File: src/rtl/decode_stage.sv
// MIPS ID stage: register file with write-back bypass, immediate extension,
// load-use hazard detection and the ID/EX pipeline register.
module decode_stage #(
    parameter int NBITS = 32,
    parameter int NREGS = 32
) (
    input  logic              i_clk,
    input  logic              i_reset,
    input  logic [31:0]       i_instruction,
    input  logic [NBITS-1:0]  i_pc_plus4,
    input  logic              i_valid,
    input  logic              i_flush,
    input  logic              i_wb_write,
    input  logic [4:0]        i_wb_addr,
    input  logic [NBITS-1:0]  i_wb_data,
    output logic              o_stall,
    output logic              o_valid,
    output logic [NBITS-1:0]  o_rs_data,
    output logic [NBITS-1:0]  o_rt_data,
    output logic [NBITS-1:0]  o_imm,
    output logic [4:0]        o_rs,
    output logic [4:0]        o_rt,
    output logic [4:0]        o_rd,
    output logic [4:0]        o_shamt,
    output logic [5:0]        o_opcode,
    output logic [5:0]        o_funct,
    output logic [NBITS-1:0]  o_pc_plus4,
    output logic              o_mem_read,
    output logic              o_reg_write
);

    typedef struct packed {
        logic              valid;
        logic              mem_read;
        logic              reg_write;
        logic [5:0]        opcode;
        logic [4:0]        rs;
        logic [4:0]        rt;
        logic [4:0]        rd;
        logic [4:0]        shamt;
        logic [5:0]        funct;
        logic [NBITS-1:0]  rs_data;
        logic [NBITS-1:0]  rt_data;
        logic [NBITS-1:0]  imm;
        logic [NBITS-1:0]  pc_plus4;
    } idex_t;

    logic [NBITS-1:0] rf_q [NREGS];
    idex_t            idex_q;
    idex_t            idex_d;

    logic [5:0]       opcode_s;
    logic [4:0]       rs_s;
    logic [4:0]       rt_s;
    logic [5:0]       funct_s;
    logic [NBITS-1:0] rs_data_s;
    logic [NBITS-1:0] rt_data_s;
    logic [NBITS-1:0] imm_s;
    logic             mem_read_s;
    logic             reg_write_s;
    logic             uses_rt_s;
    logic             stall_s;

    assign opcode_s = i_instruction[31:26];
    assign rs_s     = i_instruction[25:21];
    assign rt_s     = i_instruction[20:16];
    assign funct_s  = i_instruction[5:0];

    // LUI places the immediate in the upper half; logical ops zero-extend.
    function automatic logic [NBITS-1:0] extend_imm(input logic [5:0] op, input logic [15:0] imm);
        logic [NBITS-1:0] r;
        case (op)
            6'b001111: r = NBITS'({imm, 16'h0000});
            6'b001100,
            6'b001101,
            6'b001110: r = {{(NBITS-16){1'b0}}, imm};
            default:   r = {{(NBITS-16){imm[15]}}, imm};
        endcase
        return r;
    endfunction

    // Register file storage: cleared by reset, r0 never written.
    always_ff @(posedge i_clk) begin
        if (i_reset) begin
            for (int k = 0; k < NREGS; k++) begin
                rf_q[k] <= '0;
            end
        end else if (i_wb_write && (i_wb_addr != 5'd0)) begin
            rf_q[i_wb_addr] <= i_wb_data;
        end
    end

    // Operand read with same-cycle write-back bypass.
    always_comb begin
        rs_data_s = '0;
        rt_data_s = '0;
        if (rs_s == 5'd0) begin
            rs_data_s = '0;
        end else if (i_wb_write && (i_wb_addr == rs_s)) begin
            rs_data_s = i_wb_data;
        end else begin
            rs_data_s = rf_q[rs_s];
        end
        if (rt_s == 5'd0) begin
            rt_data_s = '0;
        end else if (i_wb_write && (i_wb_addr == rt_s)) begin
            rt_data_s = i_wb_data;
        end else begin
            rt_data_s = rf_q[rt_s];
        end
    end

    assign imm_s       = extend_imm(opcode_s, i_instruction[15:0]);
    assign mem_read_s  = (opcode_s[5:3] == 3'b100);
    assign reg_write_s = ((opcode_s == 6'b000000) && (funct_s != 6'b001000))
                       || (opcode_s[5:3] == 3'b001)
                       || (opcode_s[5:3] == 3'b100)
                       || (opcode_s == 6'b000011);
    assign uses_rt_s   = (opcode_s == 6'b000000) || (opcode_s == 6'b000100)
                       || (opcode_s == 6'b000101) || (opcode_s[5:3] == 3'b101);

    // Load-use hazard against the load currently in ID/EX; a flush overrides it.
    always_comb begin
        stall_s = 1'b0;
        if (i_flush) begin
            stall_s = 1'b0;
        end else begin
            stall_s = idex_q.valid && idex_q.mem_read && (idex_q.rt != 5'd0) && i_valid
                   && ((idex_q.rt == rs_s) || (uses_rt_s && (idex_q.rt == rt_s)));
        end
    end

    // Next ID/EX contents: bubble on flush, stall or empty IF/ID.
    always_comb begin
        idex_d = '0;
        if (i_flush || stall_s || !i_valid) begin
            idex_d = '0;
        end else begin
            idex_d.valid     = 1'b1;
            idex_d.mem_read  = mem_read_s;
            idex_d.reg_write = reg_write_s;
            idex_d.opcode    = opcode_s;
            idex_d.rs        = rs_s;
            idex_d.rt        = rt_s;
            idex_d.rd        = i_instruction[15:11];
            idex_d.shamt     = i_instruction[10:6];
            idex_d.funct     = funct_s;
            idex_d.rs_data   = rs_data_s;
            idex_d.rt_data   = rt_data_s;
            idex_d.imm       = imm_s;
            idex_d.pc_plus4  = i_pc_plus4;
        end
    end

    // ID/EX pipeline register.
    always_ff @(posedge i_clk) begin
        if (i_reset) begin
            idex_q <= '0;
        end else begin
            idex_q <= idex_d;
        end
    end

    assign o_stall     = stall_s;
    assign o_valid     = idex_q.valid;
    assign o_mem_read  = idex_q.mem_read;
    assign o_reg_write = idex_q.reg_write;
    assign o_opcode    = idex_q.opcode;
    assign o_rs        = idex_q.rs;
    assign o_rt        = idex_q.rt;
    assign o_rd        = idex_q.rd;
    assign o_shamt     = idex_q.shamt;
    assign o_funct     = idex_q.funct;
    assign o_rs_data   = idex_q.rs_data;
    assign o_rt_data   = idex_q.rt_data;
    assign o_imm       = idex_q.imm;
    assign o_pc_plus4  = idex_q.pc_plus4;

endmodule
File: config.mk
export PLATFORM = sky130hd
export DESIGN_NAME = decode_stage
export DESIGN_NICKNAME = d
export VERILOG_FILES = /design/src/rtl/decode_stage.sv
export SDC_FILE = /design/constraint.sdc
export NUM_CORES = 2
export LEC_CHECK = 0
export ABC_CLOCK_PERIOD_IN_PS = 5900
export CORE_MARGIN = 10
export CORE_UTILIZATION = 35
export DETAILED_ROUTE_END_ITERATION = 8
export HOLD_SLACK_MARGIN = 0.15
export SYNTH_ARGS = -nofsm -noshare
export SYNTH_HDL_FRONTEND = slang
export SYNTH_SLANG_ARGS = --single-unit
File: constraint.sdc
create_clock -name i_clk -period 5.9 [get_ports i_clk]
set_input_delay 0.885 -clock i_clk [delete_from_list [all_inputs] [get_ports i_clk]]
set_output_delay 0.885 -clock i_clk [all_outputs]
set_load 0.05 [all_outputs]
==> impl_metrics.py <==
metrics = {
    "hold_path": {
        "min_to": "o_rt[0]",
        "min_path_type": "input pin to flop",
        "hp-start": "i_instruction[16]",
        "hold_depth": 2,
    },
    "critical_path": {
        "cp-start-kind": "input pin",
        "cp_top_family": "buffers and inverters",
        "crit_buf_inv": 2,
        "worst_path_max_delay_cell": "clkdlybuf4s50_1",
        "r2r_end": "o_imm[0]",
        "path_cells": "clkdlybuf4s50_1 -> xnor2_1 -> nand4_1 -> a2111oi_0 -> o21ai_4 -> nor2_1 -> clkdlybuf4s50_1",
        "r2r_slack_ps": 2450,
        "cp.arrival_ps": 3990,
        "reg2reg_depth": 8,
        "required_ps": 5020,
        "critical_path.max_fanout": 11,
        "r2r_start": "o_rt[3]",
        "worstSetupEndpointType": "output port",
        "max_stage_delay_ps": 860,
        "crit_top_cell": "clkdlybuf4s50_1",
        "path_class": "input pin to output port",
    },
    "global_routing": {
        "met3_usage_pct": 4.888,
        "grt_usage_pct": 21.89,
        "grt_start_max_net_pins": 155,
        "grt-busiest-layer": "met2",
        "grt_antenna_before_repair": 4,
        "first_global_vias": 38960,
        "grt_first_pass_wirelength_mm": 290.1,
        "met1_usage_pct": 30.43,
        "overflow": 0,
        "grt_util_met2_pct": 33.48,
    },
    "clocking": {
        "path_clk_slew_ps": 60,
        "cts_buffers": 130,
        "cts_tree": "done",
        "htreeDepth": 4,
        "post_cts_buffers": 0,
        "cts_sinks": 1187,
        "cts_resized": 0,
        "clk_latency_ps": 800,
        "holdBufCountCts": 0,
        "clockBufferDepth": 3,
        "root_buffer": "clkbuf_16",
    },
    "pwr": {
        "leakage_nw": 20.44,
        "p_per_area_nw_per_um2": 302.0,
        "ir_drop_v": 0.0002534,
    },
    "cells_and_area": {
        "diodes": 0,
        "register_area_um2": 34010,
        "drive_gt1_share_pct": 24.04,
        "final_cell_mix": "1024 x edfxtp_1, 902 x nor3_1, 573 x mux4_2",
        "multiInputGateArea_um2": 21790,
        "design_area_um2": 66770,
        "stdcell_count": 6177,
        "syn_to_final_growth_pct": 15.82,
        "final_util_pct": 40.88,
        "nFillCells": 14850,
        "final_common_cell": "edfxtp_1",
        "num-nets-final": 4002,
    },
    "die": {
        "coreArea_um2": 163300,
        "initial_core_util_pct": 35.30,
        "die_area_um2": 181300,
        "die_w_um": 425.8,
        "rows": 148,
        "die_h_um": 425.8,
        "ioPinCount": 270,
    },
    "synthesis": {
        "synth-edff-count": 1024,
        "synth_seq_area_share_pct": 59.00,
        "synth_area_um2": 57650,
        "yosysTopAreaCell": "edfxtp_1",
        "synth_top_area_share_pct": 53.34,
        "synth_seq_cells": 1187,
        "yosysWarnings": 0,
        "synth.avg_cell_area_um2": 14.98,
        "syn-instance-count": 3849,
        "ys_async_sr_fraction_pct": 0,
        "ys.flop_type": "edfxtp_1",
        "synthTopCellsByArea": "edfxtp_1 53%, mux4_2 22%, nor3_1 7.8%",
        "synth_cell_type_count": 44,
    },
    "routing": {
        "postRouteAntennaNets": 0,
        "drc": 0,
        "dr.pass1.iters": 7,
        "drt-initial-drc-count": 6062,
        "wl_per_cell_um": 32.93,
        "routed_wl_mm": 203.4,
        "vias": 39520,
        "vias_per_cell": 6.398,
    },
    "sta": {
        "fin_skew_ps": 36.13,
        "rsz0062_at_grt": "no",
        "setup_violations": 0,
        "fin_crit_ps": 4875,
        "slew_viol_final": 0,
        "hold_viol_final": 0,
        "fin_crit_sh_pct": 82.62,
        "timing.hold.ws_ps": 575.1,
        "relSlewSlack_pct": 19.67,
        "fmax_mhz": 205.1,
        "finalSetupTns_ps": 0,
        "max_slew.worst_pin.slew_ps": 1205,
    },
    "placed_design": {
        "postPlaceCellArea_um2": 62690,
        "port_buffers": 269,
        "place_congestion": 0.8071,
        "hpwlAfterDp_mm": 117.1,
        "dp_cells": 5939,
    },
    "run": {
        "cap_violations": 0,
    },
    "outcome": {
        "outcome": "finished clean",
    },
}
## worst max-delay path by stage
stage                                  from          to  slack, ps  depth (start not counted)
after global routing      i_instruction[20]     o_stall        910                          7
after detailed placement  i_instruction[20]     o_stall       1050                          7
after CTS                 i_instruction[20]     o_stall       1050                          7
after floorplan                i_wb_addr[2]  rf_q[1][0]       1330                          5
final                     i_instruction[20]     o_stall       1030                          7
after global placement    i_instruction[20]     o_stall       1200                          7
## routing by layer
metal / share of wire [%] / vias up / wire, µm
met5: 0.0064 / - / 13
met4: 4.0 / 2 / 8042
met3: 12 / 414 / 23820
met2: 45 / 2749 / 92400
met1: 39 / 20620 / 79130
li1: - / 15730 / -
## report_power, final
group / switching, mW / internal (mW)
combinational: 1.47 / 0.983
clock: 3.47 / 4.48
sequential: 0.217 / 9.54
total: 5.15 / 15.0
## state kept, by name (all words and copies together), names as in the netlist
| name | cells |
|---|---|
| o_rd | 5 |
| o_pc_plus4 | 32 |
| o_rs_data | 32 |
| o_funct | 6 |
| o_imm | 32 |
| o_valid | 1 |
| o_mem_read | 1 |
| o_rs | 5 |
| o_rt_data | 32 |
| o_opcode | 6 |
| o_reg_write | 1 |
| o_rt | 5 |
| o_shamt | 5 |
| rf_q | 1024 |
## through the flow
stage               setup slack [ps]  power [mW]
finish                          1025       20.16
global route                   911.5       20.71
CTS                             1050       20.22
detailed placement              1053       12.35
global placement                1197       12.32
floorplan                       1328       11.42
## cell usage after synthesis, types with 5 or more instances
cell and number:
nand3b_1 8, o21ai_0 20, nand2_1 26, nand3_1 43, mux4_2 573, a211oi_1 32, buf_4 5, buf_6 25
a21oi_1 18, nor2_1 13, clkbuf_1 391, and3_1 79, dfxtp_1 163, nor3_1 902, xor2_1 11, edfxtp_1 1024
nor4_1 66, xnor2_1 9, nor3b_1 6, inv_1 36, o22ai_1 159, buf_1 34, buf_2 71, o21ai_1 43
and2_1 64
## final cells by class
class,count,area share [%]
Clock buffer,181,5.472
Clock inverter,57,0.6353
Inverter,37,0.2080
Multi-Input combinational cell,2130,32.63
Sequential cell,1187,50.94
Tap cell,2175,4.076
Timing Repair Buffer,410,6.036
## cell families (layout without fill, tap and decap cells)
kind of cell    Yosys count  count (layout)  share of synthesized area (%)
compound gates          279             279                          2.950
xor+xnor                 20              20                         0.3039
buf+inv                 563             685                          4.178
flops                  1187            1187                          59.00
mux                     576             576                          22.44
other cells               1              32                       0.006505
simple gates           1223            1223                          11.12
Note: power is estimated with default switching activity, not from simulation.
